<file path="config.mk">
export PLATFORM = sky130hd
export DESIGN_NAME = uart_tx_param_flat
export DESIGN_NICKNAME = d
export VERILOG_FILES = /design/src/rtl/uart_tx_param_if.sv /design/src/rtl/uart_tx_param.sv /design/src/flat_wrapper.sv
export SDC_FILE = /design/constraint.sdc
export NUM_CORES = 1
export LEC_CHECK = 0
export ABC_AREA = 1
export BUFFER_PORTS_ARGS = -buffer_cell sky130_fd_sc_hd__buf_2
export CAP_MARGIN = 20
export CELL_PAD_IN_SITES_DETAIL_PLACEMENT = 1
export CELL_PAD_IN_SITES_GLOBAL_PLACEMENT = 1
export CORE_MARGIN = 4
export CORE_UTILIZATION = 48
export CTS_BUF_LIST = sky130_fd_sc_hd__clkbuf_8
export DETAILED_ROUTE_END_ITERATION = 8
export PLACE_DENSITY_LB_ADDON = 0.1
export SLEW_MARGIN = 20
export SYNTH_ARGS = -nofsm -noshare
export SYNTH_HDL_FRONTEND = slang
export SYNTH_SLANG_ARGS = --single-unit
</file>
<file path="constraint.sdc">
create_clock -name i_Clock -period 2.13 [get_ports i_Clock]
set_input_delay 0.426 -clock i_Clock [delete_from_list [all_inputs] [get_ports i_Clock]]
set_output_delay 0.426 -clock i_Clock [all_outputs]
set_load 0.1 [all_outputs]
</file>
<file path="src/rtl/uart_tx_param_if.sv">
// Transmit-side bus for uart_tx_param: write strobe/payload in, line and status out.
// master = the producer that writes bytes, slave = the transmitter.
interface uart_tx_param_if #(
  parameter int DATA_BITS = 8
);
  logic                 i_Tx_DV;
  logic [DATA_BITS-1:0] i_Tx_Byte;
  logic                 o_Tx_Ready;
  logic                 o_Tx_Serial;
  logic                 o_Tx_Active;
  logic                 o_Tx_Done;
  logic [6:0]           o_Tx_Level;

  modport master (
    output i_Tx_DV,
    output i_Tx_Byte,
    input  o_Tx_Ready,
    input  o_Tx_Serial,
    input  o_Tx_Active,
    input  o_Tx_Done,
    input  o_Tx_Level
  );

  modport slave (
    input  i_Tx_DV,
    input  i_Tx_Byte,
    output o_Tx_Ready,
    output o_Tx_Serial,
    output o_Tx_Active,
    output o_Tx_Done,
    output o_Tx_Level
  );
endinterface

</file>
<file path="src/rtl/uart_tx_param.sv">
// uart_tx_param -- parameterised UART transmitter (start, DATA_BITS LSB first,
// optional parity, 1 or 2 stop bits, one-cycle cleanup with o_Tx_Done).
// Input buffering: define UART_TX_FIFO_EN for a FIFO_DEPTH-entry FIFO;
// without it a single holding register buffers one byte.
// All outputs are registered; o_Tx_Ready is low throughout reset.
module uart_tx_param #(
  parameter int CLKS_PER_BIT = 87,
  parameter int DATA_BITS    = 8,
  parameter int PARITY_MODE  = 0,
  parameter int STOP_BITS    = 1,
  parameter int FIFO_DEPTH   = 4
) (
  input logic            i_Clock,
  input logic            i_Rst_L,
  uart_tx_param_if.slave tx
);

  localparam int CNT_W = $clog2(CLKS_PER_BIT);
  localparam int BIT_W = $clog2(DATA_BITS);

  localparam logic [CNT_W-1:0] CNT_LAST   = CNT_W'(CLKS_PER_BIT - 32'sd1);
  localparam logic [BIT_W-1:0] BIT_LAST   = BIT_W'(DATA_BITS - 32'sd1);
  localparam logic             STOP_LAST  = 1'(STOP_BITS - 32'sd1);
  localparam logic             PARITY_EN  = (PARITY_MODE != 32'sd0);
  localparam logic             PARITY_ODD = (PARITY_MODE == 32'sd1);

  localparam logic [2:0] S_IDLE    = 3'd0;
  localparam logic [2:0] S_START   = 3'd1;
  localparam logic [2:0] S_DATA    = 3'd2;
  localparam logic [2:0] S_PARITY  = 3'd3;
  localparam logic [2:0] S_STOP    = 3'd4;
  localparam logic [2:0] S_CLEANUP = 3'd5;

  // Reject parameter sets outside the supported ranges at elaboration
  if ((CLKS_PER_BIT < 2) || (CLKS_PER_BIT > 65535) || (DATA_BITS < 5) || (DATA_BITS > 9) ||
      (PARITY_MODE < 0) || (PARITY_MODE > 2) || (STOP_BITS < 1) || (STOP_BITS > 2) ||
      (FIFO_DEPTH < 2) || (FIFO_DEPTH > 64) || ((FIFO_DEPTH & (FIFO_DEPTH - 1)) != 0)) begin : g_bad_params
    $error("uart_tx_param: illegal parameter combination");
  end

  // Parity over the payload; odd mode inverts the even result
  function automatic logic frame_parity(input logic [DATA_BITS-1:0] data, input logic odd);
    frame_parity = (^data) ^ odd;
  endfunction

  // Sequencer state
  logic [2:0]           state_q, state_d;
  logic [CNT_W-1:0]     cnt_q, cnt_d;
  logic [BIT_W-1:0]     bit_idx_q, bit_idx_d;
  logic                 stop_idx_q, stop_idx_d;
  logic [DATA_BITS-1:0] shift_q, shift_d;
  logic                 parity_q, parity_d;
  logic                 serial_q, serial_d;
  logic                 active_q, active_d;
  logic                 done_q, done_d;

  // Storage state shared by both buffering options
  logic [6:0]           level_q, level_d;
  logic                 ready_q, ready_d;
  logic                 push_s;
  logic                 pop_s;
  logic                 avail_s;
  logic                 bit_end_s;
  logic [DATA_BITS-1:0] head_s;

  assign push_s    = tx.i_Tx_DV & ready_q;
  assign avail_s   = (level_q != 7'd0);
  assign bit_end_s = (cnt_q == CNT_LAST);

`ifdef UART_TX_FIFO_EN
  localparam int         PTR_W = $clog2(FIFO_DEPTH);
  localparam logic [6:0] CAP   = 7'(FIFO_DEPTH);

  logic [DATA_BITS-1:0] mem_q [FIFO_DEPTH];
  logic [DATA_BITS-1:0] mem_d [FIFO_DEPTH];
  logic [PTR_W-1:0]     wr_ptr_q, wr_ptr_d;
  logic [PTR_W-1:0]     rd_ptr_q, rd_ptr_d;

  assign head_s = mem_q[rd_ptr_q];

  // FIFO next state: write at wr_ptr, read at rd_ptr, level tracks both
  always_comb begin
    mem_d    = mem_q;
    wr_ptr_d = wr_ptr_q;
    rd_ptr_d = rd_ptr_q;
    if (push_s) begin
      mem_d[wr_ptr_q] = tx.i_Tx_Byte;
      wr_ptr_d        = wr_ptr_q + PTR_W'(1'b1);
    end else begin
      wr_ptr_d = wr_ptr_q;
    end
    if (pop_s) begin
      rd_ptr_d = rd_ptr_q + PTR_W'(1'b1);
    end else begin
      rd_ptr_d = rd_ptr_q;
    end
    level_d = level_q + {6'b000000, push_s} - {6'b000000, pop_s};
    ready_d = (level_d != CAP);
  end

  // FIFO registers; reset discards any buffered bytes
  always_ff @(posedge i_Clock or negedge i_Rst_L) begin
    if (!i_Rst_L) begin
      for (int i = 0; i < FIFO_DEPTH; i++) begin
        mem_q[i] <= {DATA_BITS{1'b0}};
      end
      wr_ptr_q <= {PTR_W{1'b0}};
      rd_ptr_q <= {PTR_W{1'b0}};
    end else begin
      mem_q    <= mem_d;
      wr_ptr_q <= wr_ptr_d;
      rd_ptr_q <= rd_ptr_d;
    end
  end
`else
  logic [DATA_BITS-1:0] hold_q, hold_d;

  assign head_s = hold_q;

  // Holding register next state: accepts only when empty, empties on frame start
  always_comb begin
    hold_d  = hold_q;
    level_d = level_q;
    if (push_s) begin
      hold_d  = tx.i_Tx_Byte;
      level_d = 7'd1;
    end else if (pop_s) begin
      level_d = 7'd0;
    end else begin
      level_d = level_q;
    end
    ready_d = (level_d == 7'd0);
  end

  // Holding register payload
  always_ff @(posedge i_Clock or negedge i_Rst_L) begin
    if (!i_Rst_L) begin
      hold_q <= {DATA_BITS{1'b0}};
    end else begin
      hold_q <= hold_d;
    end
  end
`endif

  // Frame sequencer; serial/active/done are computed for the state being entered
  always_comb begin
    state_d    = state_q;
    cnt_d      = cnt_q;
    bit_idx_d  = bit_idx_q;
    stop_idx_d = stop_idx_q;
    shift_d    = shift_q;
    parity_d   = parity_q;
    serial_d   = serial_q;
    active_d   = active_q;
    done_d     = 1'b0;
    pop_s      = 1'b0;
    case (state_q)
      S_IDLE, S_CLEANUP: begin
        cnt_d      = {CNT_W{1'b0}};
        bit_idx_d  = {BIT_W{1'b0}};
        stop_idx_d = 1'b0;
        if (avail_s) begin
          pop_s    = 1'b1;
          state_d  = S_START;
          shift_d  = head_s;
          parity_d = frame_parity(head_s, PARITY_ODD);
          serial_d = 1'b0;
          active_d = 1'b1;
        end else begin
          state_d  = S_IDLE;
          serial_d = 1'b1;
          active_d = 1'b0;
        end
      end
      S_START: begin
        if (bit_end_s) begin
          cnt_d    = {CNT_W{1'b0}};
          state_d  = S_DATA;
          serial_d = shift_q[0];
        end else begin
          cnt_d = cnt_q + CNT_W'(1'b1);
        end
      end
      S_DATA: begin
        if (bit_end_s) begin
          cnt_d   = {CNT_W{1'b0}};
          shift_d = {1'b0, shift_q[DATA_BITS-1:1]};
          if (bit_idx_q == BIT_LAST) begin
            bit_idx_d = {BIT_W{1'b0}};
            if (PARITY_EN) begin
              state_d  = S_PARITY;
              serial_d = parity_q;
            end else begin
              state_d  = S_STOP;
              serial_d = 1'b1;
            end
          end else begin
            bit_idx_d = bit_idx_q + BIT_W'(1'b1);
            serial_d  = shift_q[1];
          end
        end else begin
          cnt_d = cnt_q + CNT_W'(1'b1);
        end
      end
      S_PARITY: begin
        if (bit_end_s) begin
          cnt_d    = {CNT_W{1'b0}};
          state_d  = S_STOP;
          serial_d = 1'b1;
        end else begin
          cnt_d = cnt_q + CNT_W'(1'b1);
        end
      end
      S_STOP: begin
        if (bit_end_s) begin
          cnt_d = {CNT_W{1'b0}};
          if (stop_idx_q == STOP_LAST) begin
            stop_idx_d = 1'b0;
            state_d    = S_CLEANUP;
            done_d     = 1'b1;
            active_d   = 1'b0;
          end else begin
            stop_idx_d = stop_idx_q + 1'b1;
          end
        end else begin
          cnt_d = cnt_q + CNT_W'(1'b1);
        end
      end
      default: begin
        state_d  = S_IDLE;
        cnt_d    = {CNT_W{1'b0}};
        serial_d = 1'b1;
        active_d = 1'b0;
      end
    endcase
  end

  // Sequencer, output and storage-status registers; reset aborts any frame with line high
  always_ff @(posedge i_Clock or negedge i_Rst_L) begin
    if (!i_Rst_L) begin
      state_q    <= S_IDLE;
      cnt_q      <= {CNT_W{1'b0}};
      bit_idx_q  <= {BIT_W{1'b0}};
      stop_idx_q <= 1'b0;
      shift_q    <= {DATA_BITS{1'b0}};
      parity_q   <= 1'b0;
      serial_q   <= 1'b1;
      active_q   <= 1'b0;
      done_q     <= 1'b0;
      level_q    <= 7'd0;
      ready_q    <= 1'b0;
    end else begin
      state_q    <= state_d;
      cnt_q      <= cnt_d;
      bit_idx_q  <= bit_idx_d;
      stop_idx_q <= stop_idx_d;
      shift_q    <= shift_d;
      parity_q   <= parity_d;
      serial_q   <= serial_d;
      active_q   <= active_d;
      done_q     <= done_d;
      level_q    <= level_d;
      ready_q    <= ready_d;
    end
  end

  assign tx.o_Tx_Ready  = ready_q;
  assign tx.o_Tx_Serial = serial_q;
  assign tx.o_Tx_Active = active_q;
  assign tx.o_Tx_Done   = done_q;
  assign tx.o_Tx_Level  = level_q;

endmodule

</file>
<file path="src/flat_wrapper.sv">
// flat-port wrapper written by rule: the top's interface ports become plain ports
module uart_tx_param_flat 
#(
  parameter int CLKS_PER_BIT = 87,
  parameter int DATA_BITS    = 8,
  parameter int PARITY_MODE  = 0,
  parameter int STOP_BITS    = 1,
  parameter int FIFO_DEPTH   = 4
)
  (i_Clock, i_Rst_L, tx_i_Tx_DV, tx_i_Tx_Byte, tx_o_Tx_Ready, tx_o_Tx_Serial, tx_o_Tx_Active, tx_o_Tx_Done, tx_o_Tx_Level);
  uart_tx_param_if #(.DATA_BITS(DATA_BITS)) tx_i ();
  input logic i_Clock;
  input logic i_Rst_L;
  input wire logic [$bits(tx_i.i_Tx_DV)-1:0] tx_i_Tx_DV;
  input wire logic [$bits(tx_i.i_Tx_Byte)-1:0] tx_i_Tx_Byte;
  output wire logic [$bits(tx_i.o_Tx_Ready)-1:0] tx_o_Tx_Ready;
  output wire logic [$bits(tx_i.o_Tx_Serial)-1:0] tx_o_Tx_Serial;
  output wire logic [$bits(tx_i.o_Tx_Active)-1:0] tx_o_Tx_Active;
  output wire logic [$bits(tx_i.o_Tx_Done)-1:0] tx_o_Tx_Done;
  output wire logic [$bits(tx_i.o_Tx_Level)-1:0] tx_o_Tx_Level;
  assign tx_i.i_Tx_DV = tx_i_Tx_DV;
  assign tx_i.i_Tx_Byte = tx_i_Tx_Byte;
  assign tx_o_Tx_Ready = tx_i.o_Tx_Ready;
  assign tx_o_Tx_Serial = tx_i.o_Tx_Serial;
  assign tx_o_Tx_Active = tx_i.o_Tx_Active;
  assign tx_o_Tx_Done = tx_i.o_Tx_Done;
  assign tx_o_Tx_Level = tx_i.o_Tx_Level;
  uart_tx_param #(.CLKS_PER_BIT(CLKS_PER_BIT), .DATA_BITS(DATA_BITS), .PARITY_MODE(PARITY_MODE), .STOP_BITS(STOP_BITS), .FIFO_DEPTH(FIFO_DEPTH)) u_core (.i_Clock(i_Clock), .i_Rst_L(i_Rst_L), .tx(tx_i));
endmodule
</file>
==> After elaboration in Yosys (flattened, before gate mapping) <==
Cells that the tools add are included.
{ "word_totals": {"mem_bits_rw": 0, "output_inout_bits": 11, "memories": 0, "mem_bits_ro": 0, "in_bits": 11, "regBits": 41, "latchBits": 0, "wordCells": 80} }
{ "op_classes": {"reduce_logical": 14, "div": 0, "n_addsub": 3, "muxes": 35, "shifts": 0, "bitwise": 3, "n_eq_ne": 14, "order_cmp": 0, "multipliers": 0} }
{ "ops": {"columns": ["cell", "n"], "rows": [
  ["two-way mux 7 bit", 4],
  ["two-way mux 3 bit", 8],
  ["two-way mux 8 bit", 2],
  ["case mux 8 bit (2 select lines)", 1],
  ["two-way mux 1 bit", 15],
  ["case mux 3 bit (5 select lines)", 1],
  ["inequality test 2 x 1 -> 1 bit, second input constant", 6],
  ["equality test 3 bit, second input constant", 3],
  ["adder 7 x 1 -> 7 bit, second input constant", 1],
  ["equality test 7 bit, second input constant", 1],
  ["zero test 7 bit", 1],
  ["nonzero test 7 bit", 1],
  ["equality test 3 x 2 -> 1 bit, second input constant", 2],
  ["case mux 3 bit (2 select lines)", 1],
  ["AND reduction 3 bit", 2],
  ["AND reduction 6 bit", 1],
  ["case mux 1 bit (5 select lines)", 1],
  ["AND reduction 2 bit", 2],
  ["AND reduction 4 bit", 1],
  ["nonzero test 2 bit", 2],
  ["OR reduction 4 bit", 1],
  ["adder 3 x 1 -> 3 bit, second input constant", 1],
  ["equality test 3 x 1 -> 1 bit, second input constant", 1],
  ["zero test 3 bit", 1],
  ["other kinds (8)", 9]
]} }

==> Depth between registers and ports, before layout <==
{ "logic_depth": {"depth_word": 6, "depth_mapped": 10, "mapped_depth_nobuf": 10} }

==> Worst setup path before layout <==
OpenSTA, ideal clock, no wires.
{ "synth_path": {"path_type": "register to register", "from": "register u_core.ready_q (netlist: u_core.tx.o_Tx_Ready)", "to": "register u_core.ready_q (netlist: u_core.tx.o_Tx_Ready)", "n_path_buf": 1, "path_slack_ns": 0.300, "synth_period_minus_slack_ns": 1.830, "setup_ns": 0.072, "t_required_ns": 2.058, "arrival_ns": 1.758, "path_stages_with_launch": 8, "path_cell_list": "dfrtp_1 > nand2_1 > inv_1 > clkbuf_1 > nor2_1 > o21ai_0 > nand3_1 > nor2_1"} }
{ "synth_via": {"elab_chain_cells": 3} }
{ "synth_rtl": {"columns": ["item", "line_no", "text"], "rows": [
  ["start, declared", "uart_tx_param.sv:59", "logic ready_q, ready_d;"],
  ["start signal, assigned", "uart_tx_param.sv:263", "ready_q <= ready_d;"],
  ["bitwise AND 1 bit", "uart_tx_param.sv:66", "assign push_s = tx.i_Tx_DV & ready_q;"],
  ["two-way mux 7 bit", "uart_tx_param.sv:124", "if (push_s) begin"],
  ["zero test 7 bit", "uart_tx_param.sv:132", "ready_d = (level_d == 7'd0);"],
  ["via u_core.ready_d", "uart_tx_param.sv:59", null]
]} }
The timed path passes the listed nets, and every way through them passes these cells.
A chain may end at the register's enable or synchronous reset.

==> Worst setup path after layout <==
{ "layout_path": {"from": "register u_core.serial_q (netlist: u_core.tx.o_Tx_Serial)", "to": "output tx_o_Tx_Serial"} }
{ "layout_rtl": {"columns": ["item", "line_no", "text"], "rows": [
  ["start, declared", "uart_tx_param.sv:53", "logic serial_q, serial_d;"],
  ["start signal, assigned", "uart_tx_param.sv:259", "serial_q <= serial_d;"],
  ["end, declared", "flat_wrapper.sv:17", "output wire logic [$bits(tx_i.o_Tx_Serial)-1:0] tx_o_Tx_Serial;"]
]} }
No word-level cell between the ends.

==> run summary <==
Run status
- **outcome** finished, final reports clean

Setup path
- **largest delay contributor family on the critical path** flip-flops
- **Startpoint Class** register
- **class of the most critical setup path** reg2out
- **CP cell instances** buf_2
- **Worst setup EP type** output pin
- **critical path required time** 1700 ps
- **largest fanout on the critical path** 2
- **critical path arrival** 1240 ps
- **combined buffer and inverter count along the critical path** 1
- **stage delay of the slowest cell on the critical path** 530 ps
- **standard cell with the maximum stage delay on the critical path** sky130_fd_sc_hd__dfstp_2

GRT
- **combined global-route utilization of all metal layers** 17.4%
- **GRT Residual Overflow** 0
- **number of antenna violations at the first check in global routing** 0
- **maximum number of pins on one net before global-route repair** 41
- **via count of the first global-routing pass** 1,584
- **wire length of the first global-routing pass** 7090 um

Yosys
- **synthesized net count** 252
- **post-synthesis instance area** 0.00192 mm2
- **mean cell area of the mapped netlist** 8.09 um2
- **Seq/Total Area, Yosys** 52.3%
- **Yosys cell types** 26
- **synthesis-stage register bit count** 40
- **cell types occupying the most area after synthesis** sky130_fd_sc_hd__dfrtp_1 51%, sky130_fd_sc_hd__nand2_1 19%, sky130_fd_sc_hd__nor2_1 4.3%
- **Synth top area share** 50.9%
- **yosys synthesis warning count** 0
- **synthesized instance count** 237
- **cell accounting for the most synthesized area** sky130_fd_sc_hd__dfrtp_1

Finish
- **post-route cell area** 0.00215 mm2
- **Layout Utilization** 56.9%
- **register cell area after layout** 0.00100 mm2
- **number of fill cells in the layout** 479
- **relative area change from synthesis to final layout** 11.9%
- **layout cells sized above 1** 15.6%
- **count of inserted antenna diode cells** 0
- **Final #Nets** 278
- **footprint of the multi-input gates** 800 um2
- **Final Instance Count excl. Fillers** 311

Route
- **total vias in the final route** 1,533
- **sum of routed wire length over all layers** 3900 um
- **remaining number of nets flagged by the antenna check after routing** 0
- **violation count after the first detailed-route iteration** 41
- **DRC** 0
- **drt first pass iters** 4
- **average wire per cell in the routed design** 12.5 um
- **vias per cell** 4.93

Job
- **max-cap violations** 0

Timing
- **worst-case headroom to the max-slew limit** 64.6%
- **Clock Skew** 3.54 ps
- **post-route setup TNS** 0 ps
- **maximum clock rate** 601 MHz
- **Final setup viols** 0
- **final worst setup slack** 465 ps
- **final period demand of the worst path** 1660 ps
- **pin slew with the least headroom to its limit** 530 ps
- **Hold Violations, Final** 0
- **Final Cycle Share** 78.2%
- **RSZ-0062 raised after global routing** false
- **Slew Limit Fails** 0

Placement
- **last weighted congestion value of the routability-driven placer** 0.792
- **count of placed standard cells including taps** 304
- **minimum setup slack after placement** 547 ps
- **Port Buf Inserts** 21
- **DP HPWL** 2950 um
- **Area after DPL** 0.00207 mm2

Clock network
- **Clock Latency Late Sink** 290 ps
- **CTS Hold Bufs** 0
- **CTS tree** done
- **Root Buffer Master** sky130_fd_sc_hd__clkbuf_8
- **level count of the clock H-tree** 2
- **Clock transition at path regs** 70 ps
- **cts bufs inserted** 5
- **Post CTS Setup Buffer Count** 0
- **maximum clock path buffer count** 2
- **clk sinks** 40
- **cells resized by post-CTS repair** 0

Floorplan
- **core area** 0.00377 mm2
- **die width** 71.2 um
- **initial core utilization** 50.9%
- **vertical extent of the die** 71.2 um
- **number of standard-cell rows in the floorplan** 22
- **area enclosed by the die boundary** 0.00507 mm2
- **io pins** 22

Pwr
- **total power divided by cell area** 685 mW/mm2
- **Peak VDD IR** 0.575 mV
- **standby leakage power** 1.20 nW

Min path
- **type of the worst min-delay path** in2async

-- report_power, final --
group | internal (mW) | switching, mW
Combinational | 0.0553 | 0.101
Clock | 0.218 | 0.252
Sequential | 0.812 | 0.0319
-- path summary, 6_finish.rpt --
check                                             startpoint                                end  slack, ps  depth (start not counted)
max in group asynchronous                            i_Rst_L  u_core.tx.o_Tx_Serial$_DFFE_PN1P_       1590                          2
max                        u_core.tx.o_Tx_Serial$_DFFE_PN1P_                     tx_o_Tx_Serial        470                          1
min in group i_Clock                         tx_i_Tx_Byte[5]       u_core.head_s[5]$_DFFE_PN0N_        330                          3
min                                                  i_Rst_L          u_core.cnt_q[4]$_DFF_PN0_        180                          2
max reg2reg                u_core.tx.o_Tx_Level[1]$_DFF_PN0_      u_core.state_q[0]$_DFFE_PN0P_        560                          8
min reg2reg                u_core.tx.o_Tx_Active$_DFFE_PN0P_  u_core.tx.o_Tx_Active$_DFFE_PN0P_        470                          2
-- per-layer routing --
layer	track usage [%]	share of wire, %	wire length (um)
met1	22.2	47	1850
met3	5.33	3.8	150
met5	0	0	0
met4	3.76	0.82	32
met2	29.1	48	1870
-- metrics by stage --
step	total power, mW	hold WS, ps
after floorplan	0.964	130
after global placement	1.01	453
after detailed placement	1.02	456
after CTS	1.49	204
after global routing	1.56	233
final	1.47	175
-- flip-flops by register name (all words and copies together), names as in the netlist --
signal	flops
u_core.tx.o_Tx_Serial	1
u_core.head_s	8
u_core.tx.o_Tx_Done	1
u_core.tx.o_Tx_Ready	1
u_core.state_q	3
u_core.bit_idx_q	3
u_core.shift_q	8
u_core.tx.o_Tx_Active	1
u_core.tx.o_Tx_Level	7
u_core.cnt_q	7
-- cell families (layout without fill, tap and decap cells) --
logic type      count (synthesis)  count (layout)  share of synthesized area [%]
compound gates                 10              10                           2.61
xor+xnor                        5               5                           2.28
fa+ha+maj                       4               4                           2.61
buf+inv                        26              52                           6.07
flops                          40              40                           52.3
simple gates                  152             152                           34.2
-- cells in the mapped netlist --
cell type	count
sky130_fd_sc_hd__ha_1	4
sky130_fd_sc_hd__nand2_4	2
sky130_fd_sc_hd__dfstp_2	1
sky130_fd_sc_hd__nand4_1	2
sky130_fd_sc_hd__buf_12	1
sky130_fd_sc_hd__or2_1	1
sky130_fd_sc_hd__clkbuf_1	2
sky130_fd_sc_hd__nor3_1	7
sky130_fd_sc_hd__nand3_4	1
sky130_fd_sc_hd__o21ai_1	2
sky130_fd_sc_hd__nand2_2	3
sky130_fd_sc_hd__xor2_1	4
sky130_fd_sc_hd__nand2_1	97
sky130_fd_sc_hd__dfrtp_1	39
sky130_fd_sc_hd__nor2_2	1
sky130_fd_sc_hd__nand3_1	13
sky130_fd_sc_hd__clkinv_1	1
sky130_fd_sc_hd__a21oi_1	2
sky130_fd_sc_hd__inv_1	18
sky130_fd_sc_hd__o21ai_0	6
sky130_fd_sc_hd__nor3_2	1
sky130_fd_sc_hd__nand3b_1	2
sky130_fd_sc_hd__inv_2	2
sky130_fd_sc_hd__nor2_1	22
sky130_fd_sc_hd__xnor2_1	1
sky130_fd_sc_hd__buf_2	2
-- final cells by class --
| cell class | instances | share of cell area, % |
|---|---|---|
| tap | 48 | 2.80 |
| clock buffer | 5 | 3.21 |
| sequential | 40 | 46.7 |
| inverter | 21 | 3.67 |
| multi-input combinational | 171 | 37.3 |
| clock inverter | 2 | 0.408 |
| timing repair buffer | 24 | 5.95 |
-- cell usage in the layout (no fill, tap or decap) --
cell type and n:
sky130_fd_sc_hd__ha_1 4, sky130_fd_sc_hd__o21ai_0 6, sky130_fd_sc_hd__nor3_1 7, sky130_fd_sc_hd__clkbuf_8 5, sky130_fd_sc_hd__a21oi_1 2, sky130_fd_sc_hd__dfrtp_1 39
sky130_fd_sc_hd__nand3_1 13, sky130_fd_sc_hd__buf_2 21, sky130_fd_sc_hd__clkinv_2 1, sky130_fd_sc_hd__nor3_2 1, sky130_fd_sc_hd__nand3_4 1, sky130_fd_sc_hd__or2_1 1
sky130_fd_sc_hd__xnor2_1 1, sky130_fd_sc_hd__nand2_4 2, sky130_fd_sc_hd__clkinv_1 1, sky130_fd_sc_hd__nand2_1 97, sky130_fd_sc_hd__dfstp_2 1, sky130_fd_sc_hd__nand4_1 2
sky130_fd_sc_hd__xor2_1 4, sky130_fd_sc_hd__buf_4 3, sky130_fd_sc_hd__inv_2 2, sky130_fd_sc_hd__nor2_2 1, sky130_fd_sc_hd__nand2_2 3, sky130_fd_sc_hd__nor2_1 22
sky130_fd_sc_hd__o21ai_1 2, sky130_fd_sc_hd__inv_1 19, sky130_fd_sc_hd__nand3b_1 2
Note: power is estimated with default switching activity, not from simulation.
